<file path="src/rtl/sevenseg_monitor.sv">
// Loopback reader for the hex counter's active-low 7-segment bus: debounces the
// pattern, decodes it to a hex digit and classifies each accepted change.
module sevenseg_monitor #(
    parameter int unsigned STABLE_CYCLES = 4,
    parameter int unsigned ERR_W         = 8
) (
    input  logic             clock,
    input  logic             reset,
    input  logic [6:0]       sevenseg,
    output logic [3:0]       num,
    output logic             valid,
    output logic             invalid,
    output logic             update,
    output logic             step_up,
    output logic             step_down,
    output logic             jump,
    output logic [ERR_W-1:0] err_count
);

    localparam logic [3:0]       STABLE_LIM = 4'(STABLE_CYCLES);
    localparam logic [ERR_W-1:0] ERR_ONE    = {{(ERR_W-1){1'b0}}, 1'b1};

    logic [6:0] seg_r;
    logic [6:0] seg_prev;
    logic [6:0] acc_r;
    logic [3:0] stab_cnt;
    logic [3:0] stab_next;
    logic       changed;
    logic       reach_now;
    logic       reached_q;
    logic       accept;
    logic [3:0] dec_val;
    logic       dec_ok;
    logic [3:0] up_val;
    logic [3:0] down_val;
    logic       is_up;
    logic       is_down;

    // A change restarts the count at 1, so with a limit of 1 every change is a fresh reach.
    always_comb begin
        changed   = (seg_r != seg_prev);
        stab_next = '0;
        if (changed)
            stab_next = 4'd1;
        else if (stab_cnt == STABLE_LIM)
            stab_next = STABLE_LIM;
        else
            stab_next = stab_cnt + 4'd1;
        reach_now = (stab_next == STABLE_LIM) && (changed || (stab_cnt != STABLE_LIM));
        // One cycle after the reach, seg_prev still holds the pattern that was stable.
        accept    = reached_q && (seg_prev != acc_r);
    end

    always_comb begin
        dec_ok  = 1'b1;
        dec_val = '0;
        case (seg_prev)
            7'h40: dec_val = 4'h0;
            7'h79: dec_val = 4'h1;
            7'h24: dec_val = 4'h2;
            7'h30: dec_val = 4'h3;
            7'h19: dec_val = 4'h4;
            7'h12: dec_val = 4'h5;
            7'h02: dec_val = 4'h6;
            7'h78: dec_val = 4'h7;
            7'h00: dec_val = 4'h8;
            7'h10: dec_val = 4'h9;
            7'h08: dec_val = 4'hA;
            7'h03: dec_val = 4'hB;
            7'h46: dec_val = 4'hC;
            7'h21: dec_val = 4'hD;
            7'h06: dec_val = 4'hE;
            7'h0E: dec_val = 4'hF;
            default: dec_ok = 1'b0;
        endcase
    end

    always_comb begin
        up_val   = num + 4'd1;
        down_val = num - 4'd1;
        is_up    = (dec_val == up_val);
        is_down  = (num != 4'h0) && (dec_val == down_val);
    end

    always_ff @(posedge clock) begin
        if (reset) begin
            seg_r     <= 7'h7F;
            seg_prev  <= 7'h7F;
            acc_r     <= 7'h7F;
            stab_cnt  <= '0;
            reached_q <= 1'b0;
            num       <= '0;
            valid     <= 1'b0;
            invalid   <= 1'b0;
            update    <= 1'b0;
            step_up   <= 1'b0;
            step_down <= 1'b0;
            jump      <= 1'b0;
            err_count <= '0;
        end else begin
            seg_r     <= sevenseg;
            seg_prev  <= seg_r;
            stab_cnt  <= stab_next;
            reached_q <= reach_now;
            update    <= 1'b0;
            step_up   <= 1'b0;
            step_down <= 1'b0;
            jump      <= 1'b0;
            if (accept) begin
                acc_r <= seg_prev;
                if (dec_ok) begin
                    num     <= dec_val;
                    valid   <= 1'b1;
                    invalid <= 1'b0;
                    update  <= 1'b1;
                    if (valid) begin
                        step_up   <= is_up;
                        step_down <= !is_up && is_down;
                        jump      <= !is_up && !is_down;
                    end
                end else begin
                    invalid <= 1'b1;
                    if (err_count != '1)
                        err_count <= err_count + ERR_ONE;
                end
            end
        end
    end

endmodule

</file>
<file path="config.mk">
export PLATFORM = sky130hd
export DESIGN_NAME = sevenseg_monitor
export DESIGN_NICKNAME = d
export VERILOG_FILES = /design/src/rtl/sevenseg_monitor.sv
export SDC_FILE = /design/constraint.sdc
export NUM_CORES = 1
export LEC_CHECK = 0
export BUFFER_PORTS_ARGS = -buffer_cell sky130_fd_sc_hd__buf_4
export CORE_MARGIN = 8
export CORE_UTILIZATION = 25
export CTS_BUF_LIST = sky130_fd_sc_hd__clkbuf_2
export CTS_CLUSTER_SIZE = 40
export DETAILED_ROUTE_END_ITERATION = 8
export GPL_ROUTABILITY_DRIVEN = 0
export PLACE_DENSITY = 0.49
export SETUP_SLACK_MARGIN = 0.05
export SLEW_MARGIN = 15
export SYNTH_ARGS = -nofsm -noshare
export SYNTH_HDL_FRONTEND = slang
export SYNTH_SLANG_ARGS = --single-unit
</file>
<file path="constraint.sdc">
create_clock -name clock -period 1.91 [get_ports clock]
set_input_delay 0 -clock clock [delete_from_list [all_inputs] [get_ports clock]]
set_output_delay 0 -clock clock [all_outputs]
set_load 0.005 [all_outputs]
</file>
; ---- Word level (Yosys, flattened, before mapping)
; Cells that the tools add are included.
[word_totals]
inputBits = 9
elab_cells = 64
reg_bits = 44
[classes]
bitwise_logic = 3
n_addsub = 4
n_reduce_logical = 15
n_eq_ne = 23
muxes = 6
[op_table]
columns = op, n
row1 = case mux 4 bit (15 select lines), 1
row2 = "equality test 7 bit, second input constant", 4
row3 = "equality test 7 x 5 -> 1 bit, second input constant", 3
row4 = "equality test 7 x 6 -> 1 bit, second input constant", 3
row5 = OR reduction 16 bit, 1
row6 = "equality test 7 x 2 -> 1 bit, second input constant", 2
row7 = "equality test 7 x 4 -> 1 bit, second input constant", 2
row8 = != test 7 bit, 2
row9 = "adder 4 x 1 -> 4 bit, second input constant", 2
row10 = "adder 8 x 1 -> 8 bit, second input constant", 1
row11 = "equality test 4 x 3 -> 1 bit, second input constant", 2
row12 = equality test 4 bit, 2
row13 = 2-to-1 mux 4 bit, 2
row14 = "!= test 8 bit, second input constant", 1
row15 = "equality test 7 x 3 -> 1 bit, second input constant", 1
row16 = zero test 7 bit, 1
row17 = logical AND 1 bit, 5
row18 = "!= test 4 x 3 -> 1 bit, second input constant", 1
row19 = nonzero test 4 bit, 1
row20 = OR reduction 4 bit, 1
row21 = "subtractor 4 x 1 -> 4 bit, second input constant", 1
row22 = 2-to-1 mux 1 bit, 3
row23 = inverter 1 bit, 3
row24 = AND reduction 3 bit, 1
row25 = 4 further kinds, 5

; ---- Longest topological paths before layout
; Gate-level depths: netlist (run 1).
[logic_depth]
word_depth = 6
ltp_mapped = 9
ltp_nobuf = 7

; ---- Worst setup path before layout (run 1)
; Ideal clock, no wire load.
[synth_path]
path_kind = register to register
startpoint = register seg_prev[3]
endpoint = register step_down
stages_incl_launch_ff = 9
synth_period_minus_slack_ns = 2.101
slack_ns = -0.191
t_arrival_ns = 1.984
cell_sequence = dfxtp_1 buf_6 or4b_1 nor3_2 a41o_2 or4_1 o2111ai_1 nor4_1 and4bb_1
[synth_via]
elab_chain_len = 5
word_cells_on_any_way = 29
cone_classes = eq/ne (18) / mux (2) / bitwise (2) / reduce/logical (7)
[synth_rtl]
columns = item, line
row1 = start: declaration, 24  ; logic [6:0] seg_prev;
row2 = start signal: assignment, 102  ; seg_prev <= seg_r;
row3 = "equality test 7 x 4 -> 1 bit, or another cell as far along", 57  ; case (seg_prev)
row4 = case mux 4 bit (15 select lines) or OR reduction 16 bit (tied branches), -
row5 = "equality test 4 bit, or another cell as far along", 81  ; is_up = (dec_val == up_val);
row6 = "zero test 1 bit, or another cell as far along", 118  ; step_down <= !is_up && is_down;
row7 = logical AND 1 bit or OR reduction 4 bit (tied branches), -
row8 = end signal: assignment, 118
row9 = end: declaration, 15  ; output logic step_down,
; Parallel ways exist; a longest one is shown, timed or not.
; A chain may end at the register's enable or synchronous reset.

; ---- Worst setup path in the final report (run 1)
[layout_path]
startpoint = register seg_prev[4]
endpoint = register step_down
; The elaborated chain is that of the path after synthesis.

==> results.md, run 1 <==
* Hold violation total from the final report at 0
* Clock root cell: clkbuf_2
* Seq/Total Area, Yosys at 37.17%
* Effective utilization at floorplan at 25.65%
* Worst slew pin tran at ~0.43 ns
* WS Path Type: flip-flop to flip-flop
* Leakage power at ~1.3 nW
* Antenna violations before repair at 1
* Failing checks: negative setup slack
* Core Box Area at 9240 um2
* Max Cap Viol at 0
* Pre-Repair DR Iteration Count at 4
* Post-synth top cells: 44 x dfxtp_1, 22 x nor2_1, 16 x or2_2
* DIE AREA at roughly 13000 um2
* Hold slack at 0.2952 ns
* Clock buffer depth at 2
* Iteration-0 DRC Markers at 80
* Syn Nets at 272
* CP startpoint kind: flip-flop
* Unique cell type count in the Yosys netlist at 57
* Pin count of the biggest net entering global routing at between 40 and 50
* Relative slew margins at 71.06%
* Critical path capture point type: flip-flop
* Final Power at ~1.5 mW
* First-pass GRT wire length at 9342 um
* TritonCTS clock tree: done
* Gr usage total at between 8 and 9%
* Final setup viols at 12
* Count of final max-slew check failures at 0
* DR DRC count at 0
* Hold/Removal Path Class: input pin to flip-flop
* RSZ-0062 raised after global routing: yes
* Clk pin slew, worst setup/hold paths at 0.22 ns
* Core Rows at 35
* GR Overflow Total at 0
* Cells after Synth at approximately 260
* Setup WS post-layout at -0.2375 ns
* Dpl hpwl at 3951 um
* Final cycle utilization of the critical path at 112.4%
* DRT antenna net count at 0
* Most common cell in the synthesized netlist: dfxtp_1
* Syn Area/Cell at 9.185 um2
* Async S/R FF share, synth at 0%
* Ratio of cells with drive above 1 in the final layout at 41.39%
* Tmin final at approximately 2.1 ns
* Mapped cell area at 2370 um2
* Final WL at between 5000 and 6000 um
* Post-synth EDFFs at 0
* PortBufs at 26
* Synth Register Bits at 44
* Ports at 27
* Worst-path fanout max at 5
* Worst path required time at 2.25 ns
* Clock latency on the worst-skew pair at a little over 0.4 ns
* Die width at around 110 um
* Status: finished, violations left
* Via count at 2076
* Clock sinks at 44
* VDD IR max at 259.6 uV
* Final setup skew at 0.01940 ns
* Vias in the first global route at between 2000 and 2500
* Wire per inst at 11.98 um
* CTS HTree Levels at 2
* Pwr dens at 451.8 nW/um2
* Ranking of synthesized cells by area: dfxtp_1 37%, xnor2_1 5.5%, or2_2 4.2%
* Share of the synthesized area in the top cell type at between 30% and 40%
* Vias/cell at 4.503
* Cts bufs inserted at 5
* Synth Warn # at 0
* Area Growth Syn to Fin at 40.71%
* Post-synth top area cell: dfxtp_1
* Critical Path AT at 2.49 ns
* Layout net count at 344
* Max Clk Rate at 465.7 MHz
* Ys flop type: dfxtp_1
* Fillers at 961
* Die height at 113.4 um
cell type report:
type                            instances  area, um2  share of cell area (%)
Antenna cell                            1      2.502                 0.07505
Clock inverter                          3      13.76                  0.4128
Multi-Input combinational cell        189       1540                   46.19
Clock buffer                            5      25.02                  0.7505
Tap cell                              129      161.4                   4.841
Sequential cell                        44      898.4                   26.94
Inverter                                6      22.52                  0.6754
Timing Repair Buffer                   84      670.6                   20.11
metrics by stage:
step	std cells	worst slack [ns]	setup TNS, ns	area [um2]	utilization, %
after global routing	461	-0.3593	-3.829	3334	36.09
after floorplan	258	-0.1884	-0.6717	2384	-
after CTS	460	-0.2786	-1.883	3246	35.13
after global placement	439	-0.4083	-3.988	2984	32.30
final	461	-0.2375	-1.679	3334	36.09
after detailed placement	439	-0.4295	-3.641	2984	32.30
state kept, by name, indices dropped and copies added, names as in the netlist:
signal     flops
err_count      8
valid          1
reached_q      1
step_down      1
acc_r          7
seg_prev       7
jump           1
num            4
update         1
seg_r          7
invalid        1
stab_cnt       4
step_up        1
path summary, 6_finish.rpt:
path	slack (ns)	endpoint	start	depth (start not counted)
max	-0.24	step_down	seg_prev[4]	7
min	0.30	seg_r[4]	sevenseg[4]	3
max reg2reg	-0.24	step_down	seg_prev[4]	7
min reg2reg	0.49	seg_prev[2]	seg_r[2]	1
critical path: stages, from the launching register on:
cell and delay (ns):
dfxtp_4 0.41, or4b_4 0.52, nor3_4 0.15, a41o_4 0.16
a211oi_4 0.05, xnor3_1 0.23, nor4_4 0.33, and4bb_1 0.22
cell families (layout without fill, tap and decap cells):
logic type,after synthesis,count (layout),synth area share [%]
AOI/OAI and AO/OA,44,44,14.36
and+or+nand+nor,106,106,25.92
DFF,44,44,37.17
adders and majority gates,5,5,2.640
buffers and inverters,25,98,5.438
xor gates and xnor gates,27,27,11.14
muxes,7,7,3.326
other,0,1,0
where the power goes:
group	internal [mW]	switching, mW	leakage (nW)
clock network	0.0822	0.302	0.0302
registers	0.933	0.0139	0.358
logic	0.0941	0.0812	0.934
total	1.11	0.397	1.32
routing by layer:
metal / up-vias / global-route usage [%] / wire length, um
met1: 980 / 9.896 / 2502
met3: 7 / 2.023 / 171
met5: - / 0 / 0
met2: 31 / 15.52 / 2752
li1: 1058 / - / -
met4: 0 / 4.440 / 98
repair_timing:
action / in CTS / in global routing
pin swaps: 6 / 5
hold endpoints to repair: 19 / 0
setup buffers: 5 / 0
endpoints found under the setup margin: 23 / 23
gates resized for setup: 26 / 15
hold buffers: 8 / 0
cells in the final DEF (no fill, tap or decap), types with 2 or more instances in the layout:
master          n
clkbuf_2        5
nor3_2          4
nor3_1          3
nor2b_1        13
a211oi_2        2
a21oi_1         7
inv_1           6
nand2_1         9
clkinv_2        2
nor2_2          2
dfxtp_4         4
nor4b_2         2
xnor3_1         2
mux2_2          3
xnor2_1        14
buf_4          73
nand3b_1        2
mux2i_1         3
o21ai_0         4
a22oi_1         3
nor4_1          2
dfxtp_1        38
a211o_1         8
xor2_1          9
dfxtp_2         2
nor2_1         21
a211oi_1        2
nand3_1         6
dlygate4sd3_1   8
nand4_1         8
a22o_1          2
or2_2          16
and3_1          3
buf_6           2
ha_1            5
Power figures use the tool's default switching activity.
==> inputs of run 2 (changes only) <==
--- a/config.mk
+++ b/config.mk
@@ -13,7 +13,6 @@
 export DETAILED_ROUTE_END_ITERATION = 8
 export GPL_ROUTABILITY_DRIVEN = 0
 export PLACE_DENSITY = 0.49
-export SETUP_SLACK_MARGIN = 0.05
 export SLEW_MARGIN = 15
 export SYNTH_ARGS = -nofsm -noshare
 export SYNTH_HDL_FRONTEND = slang
==> run 2 against run 1 <==
Effect of this change:
- the run still ends with negative setup slack left
- worst hold slack better by 0.012 ns
- critical path depth up 2
- global-route usage about the same
- via count down 0.87%
- first-iteration DRC count down 23%
- wire length up 3.0%
- cell count up 0.43%
- total power up 0.55%
- combinational power up 3%
- critical path type unchanged
- largest cell class unchanged
==> results.md, run 2 (synthesis gave the netlist of run 1 again) <==
* Vias in the first global route at 1973
* Die width at ~110 um
* Worst path required time at between 2 and 2.5 ns
* Largest register by flop count: err_count
* Worst-path fanout max at 5
* Most frequent cells in the layout: 68 x buf_4, 37 x dfxtp_1, 19 x nor2_1, 15 x or2_2, 15 x xnor2_1
* Design Area, Final at about 3500 um2
* Vias/cell at 4.445
* Hold/Removal Path Class: input pin to flip-flop
* Cell Count, Final, Fillers Out at 463
* GRT met2 Usage at roughly 15%
* Area Growth Syn to Fin at 46.41%
* Clk network pwr share at between 20% and 30%
* Internal power at 1.128 mW
* Pin count of the biggest net entering global routing at 45
* TritonCTS clock tree: done
* Via count at 2058
* Leakage power at approximately 1.4 nW
* Clock root cell: clkbuf_2
* Final WL at 5690 um
* Pre-Repair DR Iteration Count at 4
* Ratio of cells with drive above 1 in the final layout at between 40% and 50%
* Met3 Use GR at about 1.9%
* Fillers at 944
* Final Util at a little under two fifths
* Cts bufs inserted at 5
* Status: finished, violations left
* First-pass GRT wire length at 9487 um
* Critical Path AT at 2.43 ns
* Clock sinks at 44
* Tmin final at 2.125 ns
* Register area at 902.1 um2
* Psw at 0.3869 mW
* Critical R2R Launch: seg_prev[3]
* Hold_sp: sevenseg[0]
* Max Cap Viol at 0
* DRT antenna net count at 0
* Hold violation total from the final report at 0
* Final Power at 1.515 mW
* Clock buffer depth at 2
* WS Path Type: flip-flop to flip-flop
* RSZ-0062 raised after global routing: yes
* Grt peak-use layer: met2
* Slack of the worst reg-to-reg path at -0.22 ns
* Final cycle utilization of the critical path at 111.3%
* Clk pin slew, worst setup/hold paths at 0.21 ns
* Effective utilization at floorplan at 25.65%
* Max Clk Rate at approximately 470 MHz
* VDD IR max at 329.7 uV
* Max FFs per register at 8
* Iteration-0 DRC Markers at 62
* Antenna violations before repair at 1
* Gr usage total at 8.911%
* Critical path capture point type: flip-flop
* Pwr dens at 436.6 nW/um2
* Count of final max-slew check failures at 0
* Failing checks: negative setup slack
* Worst slew pin tran at 0.4425 ns
* Setup WS post-layout at -0.2153 ns
* GR Overflow Total at 0
* Dpl cells at 442
* DR DRC count at 0
* Clock latency on the worst-skew pair at 0.40 ns
* R2R depth at 9
* Core Box Area at 9240 um2
* DIE AREA at 12850 um2
* Hold Path Stages at 3
* CTS HTree Levels at 2
* Ports at 27
* Capture point of the worst reg-to-reg path: err_count[7]
* Layout net count at around 350
* Sw Share at 25.54%
* Dpl hpwl at 3950 um
* Final setup skew at between 0.015 and 0.02 ns
* Relative slew margins at 70.50%
* Sequential fraction of design power at between 60% and 70%
* Die height at 113.4 um
* Core Rows at 35
* Met1 usage at a little over a tenth
* PortBufs at 26
* Most common cell after layout, fill and taps aside: buf_4
* Hold EP: seg_r[0]
* Placed Area at 2994 um2
* Final setup viols at 12
* Wire per inst at 12.29 um
* CP startpoint kind: flip-flop
* Multi-input logic area at ~1600 um2
* Comb pwr share at 11.9%
run 2: changes by cell type in the layout (fill, tap and decap cells not counted), moves of 3 or more:
cell	change
buf_4	-5
nand2_1	-3
nand2_2	+3
buf_6	+8
run 2: layer usage:
layer	vias to the layer above	routed length, um
li1	1055	-
met1	977	2615
met2	21	2831
met3	5	155
met4	0	87
met5	-	0
run 2: metrics by stage:
stage	hold slack (ns)	setup TNS, ns	worst slack [ns]
floorplan	0.09046	-0.6717	-0.1884
CTS	-0.03354	-1.640	-0.2141
detailed placement	0.1892	-4.018	-0.3656
global placement	0.1862	-4.536	-0.3833
finish	0.3071	-1.537	-0.2153
global route	0.2802	-3.190	-0.3330
run 2: timing repair:
item                                    4_1_cts  5_1_grt
endpoints found under the setup margin       20       19
setup buffers                                 5        1
resized for setup                            41       30
pin swaps                                     5        7
hold endpoints to repair                     17        2
hold buffers                                  7        1
run 2: cell type report:
class / count / share of cell area [%]
sequential: 44 / 26.00
antenna: 1 / 0.07212
clock buffer: 7 / 1.010
clock inverter: 1 / 0.1082
timing repair buffer: 86 / 20.27
multi-input combinational: 189 / 47.24
tap: 129 / 4.652
inverter: 6 / 0.6491
run 2: worst max path at each step:
| stage | start | end | slack (ns) | depth (start not counted) |
|---|---|---|---|---|
| 2_1_floorplan | seg_prev[3] | step_down | -0.19 | 8 |
| 5_1_grt | seg_prev[3] | err_count[7] | -0.33 | 9 |
| 4_1_cts | seg_prev[4] | err_count[7] | -0.21 | 8 |
| 3_5_place_dp | seg_prev[0] | err_count[7] | -0.37 | 8 |
| 6_report | seg_prev[3] | err_count[7] | -0.22 | 9 |
| 3_3_place_gp | seg_prev[0] | err_count[7] | -0.38 | 8 |
run 2: power by group through the flow:
stage               Clock [mW]  Combinational (mW)  Sequential [mW]
global placement             0               0.146            0.970
CTS                      0.412               0.173            0.951
detailed placement           0               0.146            0.970
finish                   0.385               0.180            0.950
global route             0.443               0.197            0.954
floorplan                    0              0.0937            0.963
run 2: critical path, stage by stage, from the launching register on:
cell and delay [ns]:
dfxtp_2 0.40, buf_4 0.13, nor2_4 0.04, a32oi_2 0.30
a211o_1 0.21, nand3_2 0.15, nor3_2 0.18, buf_4 0.16
nand4_1 0.13, mux2_4 0.32
